## src/rtl/alu_operand_entry.sv

```systemverilog
// Operand-entry sequencer in front of the 8-bit ALU: debounces the enter button and walks
// opcode -> A -> B entry, then issues all three atomically and times the result.
module alu_operand_entry #(
    parameter int DB_CYCLES = 16,
    parameter int MUL_LAT   = 8,
    parameter int OPC_MAX   = 13
) (
    input  logic       clk,
    input  logic       rst,
    input  logic       enter_raw,
    input  logic [7:0] switch,
    output logic [3:0] opcode_o,
    output logic [7:0] op_a,
    output logic [7:0] op_b,
    output logic       issue,
    output logic       done,
    output logic       op_valid,
    output logic       err,
    output logic [2:0] state_o
);

    localparam int DB_W   = $clog2(DB_CYCLES) + 1;
    localparam int WAIT_W = $clog2(MUL_LAT) + 1;

    localparam logic [DB_W-1:0]   DB_LAST   = DB_W'(DB_CYCLES - 1);
    localparam logic [WAIT_W-1:0] WAIT_MUL  = WAIT_W'(MUL_LAT);
    localparam logic [WAIT_W-1:0] WAIT_ONE  = WAIT_W'(1);
    localparam logic [3:0]        OPC_LIMIT = 4'(OPC_MAX);
    localparam logic [3:0]        OPC_MUL   = 4'hC;
    localparam logic [3:0]        OPC_IDLE  = 4'hF;

    typedef enum logic [2:0] {
        S_OPC  = 3'd0,
        S_OPA  = 3'd1,
        S_OPB  = 3'd2,
        S_EXEC = 3'd3,
        S_HOLD = 3'd4
    } state_t;

    // Button path
    logic            r_sync1;
    logic            r_sync2;
    logic [DB_W-1:0] r_db_cnt;
    logic            r_db;
    logic            r_db_d;
    logic            r_arm;
    logic            w_enter_pulse;

    always_ff @(posedge clk or posedge rst) begin
        if (rst) begin
            r_sync1  <= 1'b0;
            r_sync2  <= 1'b0;
            r_db_cnt <= '0;
            // Debounced level starts high so a button held through reset must be seen
            // released (level falls, arm sets) before any press can produce a pulse.
            r_db     <= 1'b1;
            r_db_d   <= 1'b1;
            r_arm    <= 1'b0;
        end else begin
            r_sync1 <= enter_raw;
            r_sync2 <= r_sync1;
            r_db_d  <= r_db;
            if (r_sync2 != r_db) begin
                if (r_db_cnt == DB_LAST) begin
                    r_db     <= r_sync2;
                    r_db_cnt <= '0;
                end else begin
                    r_db_cnt <= r_db_cnt + 1'b1;
                end
            end else begin
                r_db_cnt <= '0;
            end
            if (!r_db) r_arm <= 1'b1;
        end
    end

    assign w_enter_pulse = r_db & ~r_db_d & r_arm;

    // Sequencer
    state_t              r_state;
    state_t              w_state_nxt;
    logic [3:0]          r_stg_opc;
    logic [7:0]          r_stg_a;
    logic [7:0]          r_stg_b;
    logic                r_go;
    logic [WAIT_W-1:0]   r_wait;
    logic                r_issue;
    logic                r_done;
    logic                r_err;
    logic                r_op_valid;
    logic [3:0]          r_opcode;
    logic [7:0]          r_op_a;
    logic [7:0]          r_op_b;

    logic w_stage_opc;
    logic w_stage_a;
    logic w_stage_b;
    logic w_load;
    logic w_err;
    logic w_done;
    logic w_clr_valid;

    always_comb begin
        // NOTE: every output of this block gets a default first, so no path infers a latch.
        w_state_nxt = r_state;
        w_stage_opc = 1'b0;
        w_stage_a   = 1'b0;
        w_stage_b   = 1'b0;
        w_load      = 1'b0;
        w_err       = 1'b0;
        w_done      = 1'b0;
        w_clr_valid = 1'b0;
        case (r_state)
            S_OPC: begin
                if (w_enter_pulse) begin
                    if (switch[3:0] > OPC_LIMIT) begin
                        w_err = 1'b1;
                    end else begin
                        w_stage_opc = 1'b1;
                        w_state_nxt = S_OPA;
                    end
                end
            end
            S_OPA: begin
                if (w_enter_pulse) begin
                    w_stage_a   = 1'b1;
                    w_state_nxt = S_OPB;
                end
            end
            S_OPB: begin
                if (r_go) begin
                    w_load      = 1'b1;
                    w_state_nxt = S_EXEC;
                end else if (w_enter_pulse) begin
                    w_stage_b = 1'b1;
                end
            end
            S_EXEC: begin
                // Presses during execution are intentionally dropped.
                if (r_wait == WAIT_ONE) begin
                    w_done      = 1'b1;
                    w_state_nxt = S_HOLD;
                end
            end
            S_HOLD: begin
                if (w_enter_pulse) begin
                    w_clr_valid = 1'b1;
                    w_state_nxt = S_OPC;
                end
            end
            default: w_state_nxt = S_OPC;
        endcase
    end

    always_ff @(posedge clk or posedge rst) begin
        if (rst) begin
            r_state    <= S_OPC;
            r_stg_opc  <= '0;
            r_stg_a    <= '0;
            r_stg_b    <= '0;
            r_go       <= 1'b0;
            r_wait     <= '0;
            r_issue    <= 1'b0;
            r_done     <= 1'b0;
            r_err      <= 1'b0;
            r_op_valid <= 1'b0;
            r_opcode   <= OPC_IDLE;
            r_op_a     <= '0;
            r_op_b     <= '0;
        end else begin
            r_state <= w_state_nxt;
            r_go    <= w_stage_b;
            r_issue <= w_load;
            r_done  <= w_done;
            r_err   <= w_err;
            if (w_stage_opc) r_stg_opc <= switch[3:0];
            if (w_stage_a)   r_stg_a   <= switch;
            if (w_stage_b)   r_stg_b   <= switch;
            // Presented operands move only here, all three together.
            if (w_load) begin
                r_opcode <= r_stg_opc;
                r_op_a   <= r_stg_a;
                r_op_b   <= r_stg_b;
                r_wait   <= (r_stg_opc == OPC_MUL) ? WAIT_MUL : WAIT_ONE;
            end else if (r_state == S_EXEC) begin
                r_wait <= r_wait - 1'b1;
            end
            if (w_done) begin
                r_op_valid <= 1'b1;
            end else if (w_clr_valid) begin
                r_op_valid <= 1'b0;
            end
        end
    end

    assign opcode_o = r_opcode;
    assign op_a     = r_op_a;
    assign op_b     = r_op_b;
    assign issue    = r_issue;
    assign done     = r_done;
    assign op_valid = r_op_valid;
    assign err      = r_err;
    assign state_o  = r_state;

endmodule

```

## config.mk

```make
export PLATFORM = sky130hd
export DESIGN_NAME = alu_operand_entry
export DESIGN_NICKNAME = d
export VERILOG_FILES = /design/src/rtl/alu_operand_entry.sv
export SDC_FILE = /design/constraint.sdc
export NUM_CORES = 1
export LEC_CHECK = 0
export CAP_MARGIN = 20
export CORE_ASPECT_RATIO = 0.9
export CORE_MARGIN = 4
export CORE_UTILIZATION = 36
export CTS_CLUSTER_DIAMETER = 40
export DETAILED_ROUTE_END_ITERATION = 6
export RECOVER_POWER = 100
export SLEW_MARGIN = 20
export SYNTH_ARGS = -nofsm -noshare
export SYNTH_HDL_FRONTEND = slang
export SYNTH_SLANG_ARGS = --single-unit
```

## constraint.sdc

```tcl
create_clock -name clk -period 4.7 [get_ports clk]
set_input_delay 0.47 -clock clk [delete_from_list [all_inputs] [get_ports clk]]
set_output_delay 0.47 -clock clk [all_outputs]
set_load 0.005 [all_outputs]
```

==> flow_summary_export.csv <==
group,metric,value,unit
clocking,clk_pin_slew,60,ps
synth,syn_area,2600,um^2
layout,num_antenna_cells,0,
setup_path,worstPathRequired,4910,ps
status,status,"completed",
worst_hold_path,hold_start,"r_sync1$_DFF_PP0_",
synth,synthAdderAreaFrac,1.44,%
setup_path,critPathSlowestCell,"clkbuf_1",
global_routing,grt_usage,11.6,%
global_routing,antenna_found_initial,0,
pwr,leakage,1.52,nW
pwr,power_frac_comb,11.7,%
clocking,numClockSinks,62,
synth,syn-num-nets,202,
global_routing,grt_pass1_vias,1538,
floorplan,initial_core_util,37.0,%
synth,yosysWarnings,0,
timing,fin_setup_tns,0,ps
clocking,postCtsSetupRepairBufs,0,
synth,ys_types,40,
placed_design,hpwl,2980,um
clocking,htree_levels,3,
timing,finalHoldViolations,0,
setup_path,cp_max_fo,15,
detailed_routing,avgViaCountPerCell,4.67,
synth,yosysMostFrequentCell,"dfrtp_1",
floorplan,die_h,88.7,um
pwr,seqPwrFrac,50.5,%
timing,hold_ws,347,ps
synth,synth_compound_area_share,5.00,%
synth,synth_cells,188,
synth,ys_async_sr_fraction,100,%
synth,synth-main-ff-cell,"dfrtp_1",
setup_path,regToRegSetupSlack,2150,ps
timing,worst_pin_slew,1280,ps
clocking,hold_buffers,0,
timing,rsz0062_at_grt,"no",
setup_path,crit_type,"flip-flop to flip-flop",
timing,fmax,392,MHz
timing,clock_skew,3.96,ps
detailed_routing,m1WireLength,2190,um
synth,synthXorXnorAreaFrac,1.68,%
clocking,ctsResizeCount,0,
worst_hold_path,hold_class,"flip-flop to flip-flop",
synth,synth_top_family_by_area,"multiplexers",
run,drv_cap,0,
setup_path,crit_chain,"nor2b_1 -> and3b_1 -> clkbuf_1 -> mux2_2",
global_routing,grt_start_max_net_pins,46,
pwr,switchingPower,0.000299,W
clocking,clock_latency,330,ps
timing,setup_viol,0,
pwr,irDropWorstVdd,0.000140,V
timing,post-route-period-util,54.3,%
setup_path,cp-start-kind,"flip-flop",
setup_path,critPathMaxStageDelay,710,ps
setup_path,worstReg2RegStart,"state_o[1]$_DFFE_PP0P_",
pwr,p_int,0.000916,W
floorplan,rows,29,
detailed_routing,firstDrtPassIters,4,
placed_design,portBuffers,37,
floorplan,num_io_pins,38,
detailed_routing,wl,4420,um
detailed_routing,met3_length,250,um
detailed_routing,remaining_drc_errors,0,
floorplan,die_w,97.6,um
synth,ys_seq_area_share,59.9,%
synth,avgSynthCellArea,13.8,um^2
timing,relSlewSlack,13.8,%
floorplan,coreArea,7040,um^2
synth,yosys-top-cells-area,"dfrtp_1, mux2_2, dfstp_2",
clocking,cts_root_buffer,"clkbuf_8",
pwr,switching_share,24.6,%
clocking,cts_buffer_depth,2,
global_routing,grt_pass1_wl,7720,um
detailed_routing,highest_layer,"met4",
layout,drive_above_1_share,24.3,%
synth,ys_ff_latch,62,
setup_path,critPathLaunch,"state_o[1]$_DFFE_PP0P_",
detailed_routing,wl_met2,1920,um
timing,maxSlewViolCount,0,
global_routing,grt_overflow_total,0,
floorplan,dieArea,8660,um^2
timing,min_period,2550,ps
synth,synth.largest_area_cell,"dfrtp_1",
setup_path,worst-endpoint-arrival,2770,ps
detailed_routing,vias,1531,
pwr,p_clk_share,37.8,%
detailed_routing,drt_iter0_markers,45,
detailed_routing,post_drt_wl_per_cell,13.5,um
clocking,cts_made_buffers,9,
synth,synth-simple-area-share,9.86,%
layout,area_growth,21.9,%
clocking,cts_tree,"yes",
pwr,powerDensity,383,nW/um^2
placed_design,gp_congestion,0.789,
synth,synth_top_area_share,53.8,%
synth,synthMuxAreaShare,18.6,%
synth,synth_common_cells,"dfrtp_1, mux2_2, nand2_1",
setup_path,cp-end-kind,"flip-flop",
detailed_routing,ant_nets,0,
synth,synth-edff-count,0,
layout,fin_nets,244,
layout,final_util,45.1,%
[routing by layer]
layer | GRT usage (%) | vias up
met5 | 0 | -
met4 | 4.53 | 0
met3 | 5.44 | 9
met2 | 16.2 | 37
met1 | 15.7 | 751
li1 | - | 734
[area by class of cell]
type	count	area (um^2)
timing repair buffer	39	382
fill	663	3870
inverter	7	26.3
sequential	62	1560
clock buffer	12	155
multi-input combinational	111	888
tap	93	116
clock inverter	4	45.0
[power groups by stage]
stage	clock, W	combinational, W	sequential [W]
finish	0.000460	0.000142	0.000613
global route	0.000501	0.000165	0.000622
CTS	0.000476	0.000157	0.000619
detailed placement	0	0.000157	0.000628
global placement	0	0.000158	0.000627
floorplan	0	0.000142	0.000595
[sequential cells by signal, indices dropped and copies added, names as in the netlist]
| register | count |
|---|---|
| done | 1 |
| r_go | 1 |
| r_db_cnt | 5 |
| r_stg_opc | 4 |
| r_sync2 | 1 |
| state_o | 3 |
| op_valid | 1 |
| r_sync1 | 1 |
| r_wait | 4 |
| r_arm | 1 |
| err | 1 |
| r_stg_a | 8 |
| op_a | 8 |
| op_b | 8 |
| issue | 1 |
| opcode_o | 4 |
| r_stg_b | 8 |
| r_db_d | 1 |
| r_db | 1 |
[cell usage in the layout (no fill, tap or decap), types with 2 or more instances in the layout]
cell type        synthesis  routed
dlygate4sd3_1            0      30
dfrtp_1                 56      56
mux2_2                  28      31
xor2_1                   3       3
clkbuf_1                 0       2
nand2b_1                 2       2
clkinv_2                 0       3
a21oi_1                  9       9
nor2b_1                  0       2
o21ai_0                  5       5
dfstp_2                  6       5
nand3_1                  5       5
clkbuf_8                 0      11
clkdlybuf4s50_1          0       7
nor2_1                   9       9
mux2_1                   2       7
nand2_1                 10      10
o31ai_1                  2       2
ha_1                     3       3
xnor2_1                  2       2
inv_1                    7       7
and2_0                   0       2
[worst paths after layout]
check / end / cells past startpoint
setup / recovery: op_a[2]$_DFFE_PP0P_ / 4
hold / removal: r_sync2$_DFF_PP0_ / 0
setup reg to reg: op_a[2]$_DFFE_PP0P_ / 4
hold reg to reg: r_sync2$_DFF_PP0_ / 0
max in group asynchronous: op_b[0]$_DFFE_PP0P_ / 3
min in group asynchronous: r_sync1$_DFF_PP0_ / 2
[cell families (layout without fill, tap and decap cells)]
family | after synthesis | count (layout)
XOR/XNOR | 5 | 5
adder cells (fa/ha/maj) | 3 | 3
buffers and inverters | 15 | 62
AND/OR/NAND/NOR | 42 | 42
flip-flops | 62 | 62
AO/OA/AOI/OAI | 21 | 21
multiplexers | 40 | 40
[metrics by stage]
stage | worst slack (ps) | cells | instance area [um^2] | power, W
floorplan | 2700 | 188 | 2600 | 0.000737
detailed placement | 2440 | 311 | 3030 | 0.000785
global route | 1950 | 328 | 3170 | 0.00129
CTS | 2410 | 327 | 3230 | 0.00125
global placement | 2420 | 311 | 3030 | 0.000784
finish | 2150 | 328 | 3170 | 0.00121
[worst max-delay path, delay by kind of cell (launching register included)]
family	cells	cell delay (ps)
buffers and inverters	1	710
DFF	1	500
muxes	1	410
and+or+nand+nor	2	800
(Power assumes the default switching activity.)
